==> src/rtl/blink_timebase.sv <==
// Timebase for the blinker: free-running prescaled count plus a per-instance phase offset.
// Latency: all outputs registered, one cycle after the causing edge; offset updates land on a wrap boundary.
// Backpressure: load_ready is low while an offset is pending; it rises again after the next wrap or count_clear.
module blink_timebase #(
    parameter int COUNT_W = 16,
    parameter int PRESC_W = 8
) (
    input  logic               clk,
    input  logic               rst,
    input  logic               ena,
    input  logic [PRESC_W-1:0] prescale,
    input  logic               count_clear,
    input  logic               load_valid,
    input  logic [COUNT_W-1:0] load_data,
    output logic               load_ready,
    input  logic               sweep_en,
    input  logic [COUNT_W-1:0] sweep_step,
    output logic [COUNT_W-1:0] current_count,
    output logic [COUNT_W-1:0] offset,
    output logic               tick,
    output logic               wrap
);

    typedef enum logic {IDLE = 1'b0, PEND = 1'b1} state_t;

    state_t             state_q, state_d;
    logic [PRESC_W-1:0] psc_q, psc_d;
    logic [COUNT_W-1:0] count_q, count_d;
    logic [COUNT_W-1:0] offset_q, offset_d;
    logic [COUNT_W-1:0] pending_q, pending_d;
    logic               tick_q, tick_d;
    logic               wrap_q, wrap_d;
    logic               tick_evt;
    logic               boundary;

    always_comb begin
        psc_d    = psc_q;
        count_d  = count_q;
        tick_d   = 1'b0;
        wrap_d   = 1'b0;
        tick_evt = 1'b0;
        if (count_clear) begin
            psc_d   = '0;
            count_d = '0;
        end else if (ena) begin
            if (psc_q == prescale) begin
                psc_d    = '0;
                tick_evt = 1'b1;
            end else if (psc_q > prescale) begin
                // prescale shrank below the running count: restart without a tick
                psc_d = '0;
            end else begin
                psc_d = psc_q + 1'b1;
            end
        end
        if (tick_evt) begin
            count_d = count_q + 1'b1;
            tick_d  = 1'b1;
            wrap_d  = (count_q == '1);
        end
    end

    assign boundary   = count_clear | (tick_evt & (count_q == '1));
    assign load_ready = (state_q == IDLE);

    always_comb begin
        state_d   = state_q;
        offset_d  = offset_q;
        pending_d = pending_q;
        case (state_q)
            IDLE: begin
                if (load_valid) begin
                    pending_d = load_data;
                    state_d   = PEND;
                end else if (boundary && sweep_en) begin
                    offset_d = offset_q + sweep_step;
                end
            end
            PEND: begin
                // a pending load replaces the sweep step at this boundary
                if (boundary) begin
                    offset_d = pending_q;
                    state_d  = IDLE;
                end
            end
            default: state_d = IDLE;
        endcase
    end

    always_ff @(posedge clk or posedge rst) begin
        if (rst) begin
            state_q   <= IDLE;
            psc_q     <= '0;
            count_q   <= '0;
            offset_q  <= '0;
            pending_q <= '0;
            tick_q    <= 1'b0;
            wrap_q    <= 1'b0;
        end else begin
            state_q   <= state_d;
            psc_q     <= psc_d;
            count_q   <= count_d;
            offset_q  <= offset_d;
            pending_q <= pending_d;
            tick_q    <= tick_d;
            wrap_q    <= wrap_d;
        end
    end

    assign current_count = count_q;
    assign offset        = offset_q;
    assign tick          = tick_q;
    assign wrap          = wrap_q;

endmodule

==> config.mk <==
export PLATFORM = sky130hd
export DESIGN_NAME = blink_timebase
export DESIGN_NICKNAME = d
export VERILOG_FILES = /design/src/rtl/blink_timebase.sv
export SDC_FILE = /design/constraint.sdc
export NUM_CORES = 1
export LEC_CHECK = 0
export CAP_MARGIN = 20
export CORE_UTILIZATION = 25
export DETAILED_ROUTE_END_ITERATION = 10
export PLACE_DENSITY = 0.55
export SYNTH_ARGS = -nofsm -noshare
export SYNTH_HDL_FRONTEND = slang
export SYNTH_SLANG_ARGS = --single-unit
==> constraint.sdc <==
create_clock -name clk -period 2.3 [get_ports clk]
set_input_delay 0.46 -clock clk [delete_from_list [all_inputs] [get_ports clk]]
set_output_delay 0.46 -clock clk [all_outputs]
set_load 0.02 [all_outputs]
; Yosys cells after proc, flatten, opt, wreduce, memory -nomap -nowiden
; Index checks and enable logic that the tools add are counted.
[word_totals]
reg_bits = 59
out_inout_bits = 35
wordCells = 42
[op_classes]
reduce_logical = 5
n_mux = 18
eq_ne = 5
n_lt_le_gt_ge = 1
bitwise_logic = 3
add_sub_neg = 3
[op_table]
columns = op, n
row1 = 2-to-1 mux 16 bit, 5
row2 = 2-to-1 mux 8 bit, 4
row3 = case mux 16 bit (2 select lines), 1
row4 = adder 16 x 1 -> 16 bit (second input constant), 1
row5 = adder 16 bit, 1
row6 = == test 16 bit (second input constant), 1
row7 = adder 8 x 1 -> 8 bit (second input constant), 1
row8 = == test 8 bit, 1
row9 = > comparator 8 bit, 1
row10 = 2-to-1 mux 1 bit, 7
row11 = inequality test 2 x 1 -> 1 bit (second input constant), 2
row12 = nonzero test 2 bit, 2
row13 = AND reduction 3 bit, 1
row14 = inequality test 2 bit (second input constant), 1
row15 = case mux 1 bit (2 select lines), 1
row16 = AND reduction 2 bit, 1
row17 = bitwise AND 1 bit, 1
row18 = logical AND 1 bit, 1
row19 = inverter 1 bit, 1
row20 = bitwise OR 1 bit, 1

; Depth between registers and ports, before layout
[depth]
ltp_word = 10
depth_mapped = 10
depth_no_buf = 8

; Worst setup path before layout
; OpenSTA, ideal clock, no wires.
[synth_path]
path_kind = reg2reg
from = reg offset_q[0] (netlist: offset[0])
to = reg offset_q[14] (netlist: offset[14])
setup_time_ns = 0.131
arrival_ns = 2.435
path_buffers = 0
path_stages_with_launch = 9
path_slack_ns = -0.266
path_cell_list = dfrtp_1 -> ha_1 -> fa_1 -> a21o_1 -> a221oi_2 -> a31oi_1 -> a311oi_1 -> mux2i_1 -> a31oi_2
[synth_via]
elab_chain_cells = 4
[synth_lines]
columns = element, line_no
row1 = from (decl), 29  ; logic [COUNT_W-1:0] offset_q, offset_d;
row2 = from (signal assigned), 103  ; offset_q <= offset_d;
row3 = adder 16 bit, 76  ; offset_d = offset_q + sweep_step;
row4 = 2-to-1 mux 16 bit, 75  ; end else if (boundary && sweep_en) begin
row5 = 2-to-1 mux 16 bit, 72  ; if (load_valid) begin
row6 = case mux 16 bit (2 select lines), 70  ; case (state_q)
; No other way between the ends. The select of a mux whose other input is x is not followed.
; A chain may end at the register's enable or synchronous reset.

; Worst setup path in the final report
; Same ends and word-level chain as after synthesis.

==> impl_metrics.csv <==
group,metric,value,unit
run_status,run_status,"complete, but fails checks",
run_status,violated_checks,"setup timing",
detailed_routing,final_antenna_net_count,0,
floorplanning,die_height,122,um
place,gp_congestion,0.881,
floorplanning,floorplan.initialDensity,25.8,%
timing,finalWorstPathRequiredPeriod,2.40,ns
synthesis,synth.yosys.warnings,0,
cts,clock_tree.root_cell,"clkbuf_16",
synthesis,synth.distinct_cells,53,
detailed_routing,drt-wirelength-per-cell,14.2,um
worst_setup_path,critPathArrivalTime,2.59,ns
detailed_routing,vias_per_cell,4.77,
timing,post-route-period-util,104,%
job,max-cap-violations,0,
global_route,number_of_antenna_violations_at_the_first_check_in_global_routing,0,
timing,max-slew-margin-rel,77.5,%
timing,maxSlewViolCount,0,
cts,path_clk_slew,0.05,ns
power_and_ir_drop,power_density,1000,mW/mm^2
synthesis,asyncSetResetFlopFracSynth,100,%
worst_setup_path,setup.worst_path.start_class,"flop",
worst_setup_path,timing.setup.critical_path_class,"reg -> reg",
floorplanning,die_width,122,um
cts,cts_max_path_buffers,2,
floorplanning,placementRows,43,
worst_setup_path,timing.critical_path.required,2.49,ns
worst_hold_path,origin_of_the_worst_min_delay_path,"pending_q[12]",
place,placed_area,0.00517,sq mm
final_layout,layout-drive-gt1-share,28.8,%
timing,final-setup-viol-count,2,
synthesis,synthesis.instances,375,
synthesis,ys_dominant_reg_cell,"dfrtp_1",
timing,grt_setup_unrepaired,"true",
detailed_routing,drt_drc_violations_left,0,
timing,timing_worst_slew_pin_value,0.336,ns
global_route,pin_count_of_the_biggest_net_entering_global_routing,60,
worst_setup_path,worst_setup_path_end_kind,"flop",
detailed_routing,drtIter0Drc,145,
cts,cts_tree,"yes",
power_and_ir_drop,power_leakage,2.53,nW
final_layout,area.growth.synth_to_final,59.3,%
synthesis,synth_seq_area_share,40.7,%
worst_hold_path,hold_path_class,"reg -> reg",
cts,tritoncts.num_buffers,9,
global_route,grt_first_pass_wirelength,16400,um
cts,clock_tree_sinks,59,
place,dp_hpwl,7570,um
timing,clock-skew-final,0.00914,ns
synthesis,synth-seq-cells,59,
detailed_routing,totalWireLength,10100,um
place,buffer_ports.inserted,80,
synthesis,syn-mean-instance-area,9.68,sq um
timing,maxClockFrequency,417,MHz
worst_setup_path,worstSetupStartpoint,"offset[0]",
final_layout,layout.cells.most_common_list,"clkdlybuf4s50_1 (73), buf_4 (73), dfrtp_1 (58)",
global_route,globalRoute.totalOverflow,0,
floorplanning,fp.dieArea,0.0150,sq mm
global_route,track_usage,13.9,%
timing,post-route-worst-setup-slack,-0.100,ns
synthesis,total_standard_cell_area_after_synthesis,0.00363,sq mm
worst_setup_path,r2r-start,"offset[0]",
floorplanning,core_area,0.0140,sq mm
synthesis,synth-edff-count,0,
global_route,first_global_vias,3364,
final_layout,nets,599,
cts,htree_num_levels,3,
timing,tns,-0.122,ns
detailed_routing,drtPass1Iterations,6,
power_and_ir_drop,peakVddDrop,0.000271,V
floorplanning,design.portCount,81,
timing,final_hold_viol_count,0,
cts,hold_buffer_count_at_cts,0,
worst_setup_path,critical_path.max_fanout,2,
final_layout,postLayoutCellArea,0.00578,sq mm
cts,clock_latency,0.32,ns
synthesis,synth_fp_nets,447,
detailed_routing,vias,3393,
## worst paths after layout
check                               endpoint  slack (ns)  depth (start not counted)
setup / recovery                  offset[14]       -0.10                          8
hold / removal                 pending_q[12]        0.51                          1
setup reg to reg                  offset[14]       -0.10                          8
hold reg to reg                pending_q[12]        0.51                          1
max in group asynchronous          offset[0]        1.49                          3
min in group asynchronous  current_count[13]        0.53                          3
## report_power, final
part | leakage (nW) | switching, mW | internal (mW)
sequential | 0.740 | 0.183 | 1.25
combinational | 1.64 | 1.39 | 1.66
clock | 0.146 | 0.440 | 0.889
total | 2.53 | 2.01 | 3.80
## cell usage after synthesis (3+ instances only)
master	number	area share, %
clkbuf_1	8	0.83
o32ai_1	4	0.97
nand2_1	21	2.2
o21ai_0	12	1.7
o211ai_1	3	0.62
nand3_1	14	1.9
ha_1	25	8.6
xor2_1	11	2.7
nand4_1	7	1.2
mux2_2	18	5.6
a21oi_1	20	2.8
nor3_1	7	0.97
buf_1	4	0.41
inv_1	15	1.6
dfrtp_1	59	41
xnor2_1	10	2.4
buf_2	4	0.55
and3_1	9	1.6
and4_1	6	1.4
or3_1	3	0.52
a211oi_1	4	0.83
mux2i_1	4	1.1
o21a_1	5	1.0
nor4b_1	3	0.72
and2_1	3	0.52
nor2_1	41	4.2
a31oi_1	7	1.2
nor2b_1	7	1.2
a21o_1	12	2.5
## worst max-delay path, stage by stage (launching register included)
cell and delay, ns:
dfrtp_2 0.42, ha_4 0.17, fa_2 0.36, a21o_1 0.23
a221oi_4 0.27, a31oi_2 0.16, a311oi_2 0.30, mux2i_1 0.27
a31oi_2 0.10
## registers in the layout, indices dropped and copies added, names as in the netlist
| signal | count |
|---|---|
| tick | 1 |
| psc_q | 8 |
| state_q | 1 |
| offset | 16 |
| current_count | 16 |
| pending_q | 16 |
| wrap | 1 |
## per-stage QoR
step           power [mW]  utilization (%)  instances  hold WS [ns]  worst slack (ns)
6_report             5.81             41.2        712         0.506            -0.100
5_1_grt              6.21             41.1        711         0.524            -0.188
4_1_cts              5.65             39.6        705         0.510            -0.188
3_5_place_dp         4.13             36.8        687         0.498            -0.790
3_3_place_gp         4.09             36.8        687         0.487            -0.663
2_1_floorplan        2.87                -        375         0.472            -0.104
## per-layer routing
layer  routed length, um  global-route usage (%)  up-vias
li1                    -                       -     1677
met1                4620                    17.8     1625
met2                4880                    22.7       82
met3                 493                    3.62        9
met4                 102                    4.57        0
met5                   0                       0        -
## repair_timing
item | CTS | global route
setup buffers | 4 | 6
pin swaps | 15 | 11
resized for setup | 20 | 33
setup endpoints to repair | 11 | 21
## layout make-up
cell class | count | area [sq um]
repair buffers | 157 | 1410
multi-input cells | 285 | 2320
clock inverters | 2 | 35.0
diodes | 1 | 2.50
flip-flops and latches | 59 | 1480
well taps | 180 | 225
clock buffers | 13 | 260
fillers | 1355 | 8260
inverters | 15 | 56.3
## cells by family (layout without fill, tap and decap cells)
logic type / Yosys count / count (layout) / share of synthesized area (%)
AND/OR/NAND/NOR: 129 / 129 / 18.2
AO/OA/AOI/OAI: 87 / 87 / 16.8
flip-flops: 59 / 59 / 40.7
buffers and inverters: 31 / 187 / 3.34
adder cells (fa/ha/maj): 26 / 26 / 9.17
multiplexers: 22 / 22 / 6.69
XOR/XNOR: 21 / 21 / 5.07
other: 0 / 1 / 0
Note: power is estimated with default switching activity, not from simulation.
==> patch, RTL diff (same flow settings) <==
Make the reset (`rst`) synchronous in one clocked block.
--- a/src/rtl/blink_timebase.sv
+++ b/src/rtl/blink_timebase.sv
@@ -87,7 +87,7 @@
         endcase
     end
 
-    always_ff @(posedge clk or posedge rst) begin
+    always_ff @(posedge clk) begin
         if (rst) begin
             state_q   <= IDLE;
             psc_q     <= '0;
Check against the original RTL: differs if rst is asserted again (counterexample within 4 cycles, from zero or initial values and one cycle with rst high); with rst held inactive, the same outputs for 10 cycles.
==> patch against the original RTL <==
  * Worst setup slack better by 140 ps
  * Worst hold slack worse by 51 ps
  * Area after synthesis is 6.0% lower
  * Via count is 0.85% higher
  * Fmax is 6.3% higher
  * First-iteration DRC count is 2.8% lower
  * Wire length is 3.6% lower
  * Design area is 2.8% lower
  * Critical path depth stayed put
  * Die area is 5.9% lower
  * Sequential cell count stayed put
  * Critical endpoint is now offset[15]
  * Largest cell class unchanged
Power is not compared: it rests on default switching activity, and its combinational part moved more than twofold at a synthesized area within 25%.
==> patch: results (changes against the original RTL) <==
stage	metric	value	unit	change
run_status	outcome	completed		was finished, violations left
pwr	leakage	0.00233	µW	
layout	fill_cells	1299		was 1355
placement	io_buffers	80		unchanged
critical_path	critPathMaxFanout	3		was 2
layout	n_antenna_cell	0		was 1
synth	synth_common_cells	nand2_1, dfxtp_1, nor2_1, a21oi_1, ha_1		was dfrtp_1, nor2_1, ha_1, nand2_1, a21oi_1
route	wl_met2	4.75	mm	was 4.88 mm
global_route	grt_most_used_layer	met2		unchanged
global_route	antenna_found_initial	0		unchanged
sta	tightest_slew	492	ps	was 336 ps
placement	gp_congestion	0.802		was 0.881
synth	synth.area.mux_share	1.50	%	was 6.69%
pwr	p_sw_share	26.3	%	
critical_path	cp_slowest_stage_delay	360	ps	was 420 ps
synth	synth_xor_area_share	7.44	%	was 5.07%
synth	synth_compound_area_share	18.3	%	was 16.8%
global_route	grt.met1_usage	16.7	%	was 17.8%
synth	ys_types	60		was 53
min_path	holdPathStages	2		was 1
layout	layout-drive-gt1-share	25.2	%	was 28.8%
sta	fin_skew	6.25	ps	was 9.14 ps
synth	synth_area_leaders	dfxtp_1, ha_1, nand2_1, xor2_1, nor2_1		was dfrtp_1, ha_1, mux2_2, nor2_1, a21oi_1
min_path	hold_class	flip-flop to flip-flop		unchanged
synth	synthArstFlopShare	0	%	was 100%
critical_path	rr_worst_depth	7		was 8
placement	dp_hpwl	7.21	mm	was 7.57 mm
clock_tree	numCtsBuffers	9		unchanged
global_route	use_met2	23.8	%	was 22.7%
critical_path	cp_slowest_cell	or3b_1		was dfrtp_2
critical_path	crit_family	compound AO/OA/AOI/OAI gates		unchanged
synth	synthAdderAreaFrac	9.75	%	was 9.17%
clock_tree	cts_max_level	3		unchanged
route	routed.top_layer	met4		unchanged
clock_tree	clk_pin_slew	50	ps	about the same
route	wl_met3	371	µm	was 493 µm
synth	synth_warnings	0		unchanged
clock_tree	insertion_delay	330	ps	
synth	synth-seq-area-share	34.6	%	was 40.7%
global_route	grt_start_max_net_pins	26		was 60
synth	synthesis.nets	487		was 447
pwr	seq_power_share	34.3	%	
route	wl_met1	4.37	mm	was 4.62 mm
global_route	use_met3	3.50	%	was 3.62%
route	vias_per_cell	4.63		was 4.77
pwr	power.share.clock	42.6	%	
route	routed_wl	9.74	mm	was 10.1 mm
clock_tree	cts_root_buf	clkbuf_16		unchanged
route	drt_iter0_markers	141		was 145
pwr	internal_power	2380	µW	
critical_path	arrival	2460	ps	was 2590 ps
global_route	grt_pass1_vias	3305		was 3364
global_route	grt_use_total	14.1	%	was 13.9%
clock_tree	cts_buffer_depth	2		unchanged
route	first_pass_iters	4		was 6
layout	nNetsFinal	630		was 599
pwr	ir_drop	456	µV	
global_route	grt_pass1_wl	15.8	mm	was 16.4 mm
[patch: changes by cell type in the layout (fill, tap and decap cells not counted), sizes merged, moves of 7 or more]
cell           delta
buf              -11
a31oi             -7
nand2            +42
xor2             +12
dfrtp            -59
mux2             -17
clkdlybuf4s50    -11
a21oi            +11
dfxtp            +59
[patch: logic make-up after synthesis]
| kind of cell | Yosys count |
|---|---|
| xor gates and xnor gates | 29 |
| adders and majority gates | 26 |
| muxes | 5 |
| DFF | 59 |
| AOI/OAI and AO/OA | 91 |
| buffers and inverters | 29 |
| and+or+nand+nor | 176 |
[patch: repair_timing]
action,4_1_cts,5_1_grt
buffers inserted,7,2
setup endpoints to repair,25,25
endpoints found under the hold margin,0,0
resized for setup,42,41
pin swaps,28,18
[patch: tightest hold or removal path: cells and delay by family, from the launching register on]
family	cells	cell delay, ps
AO/OA/AOI/OAI	1	50
AND/OR/NAND/NOR	1	50
flip-flops	1	310
[patch: stage by stage]
stage	instances	instance area, µm²	setup slack, ps	util (%)
3_5_place_dp	714	4810	-586	36.2
3_3_place_gp	714	4810	-574	36.2
4_1_cts	737	5370	1.65	40.4
6_report	739	5620	41.2	42.2
5_1_grt	739	5620	-18.1	42.2
2_1_floorplan	415	3430	27.1	-
[patch: final timing paths]
check / from / to / slack (ps)
worst min-delay path: pending_q[14] / pending_q[14] / 450
worst max register to register: offset[3] / offset[15] / 90
worst min register to register: pending_q[14] / pending_q[14] / 450
worst max-delay path: sweep_step[2] / offset[15] / 40
[patch: area by class of cell]
type,instances,share of cell area (%)
clock buffer,12,4.74
sequential,59,21.1
clock inverter,4,0.847
tap,176,3.92
timing repair buffer,146,23.5
inverter,15,1.00
multi-input combinational,327,44.8
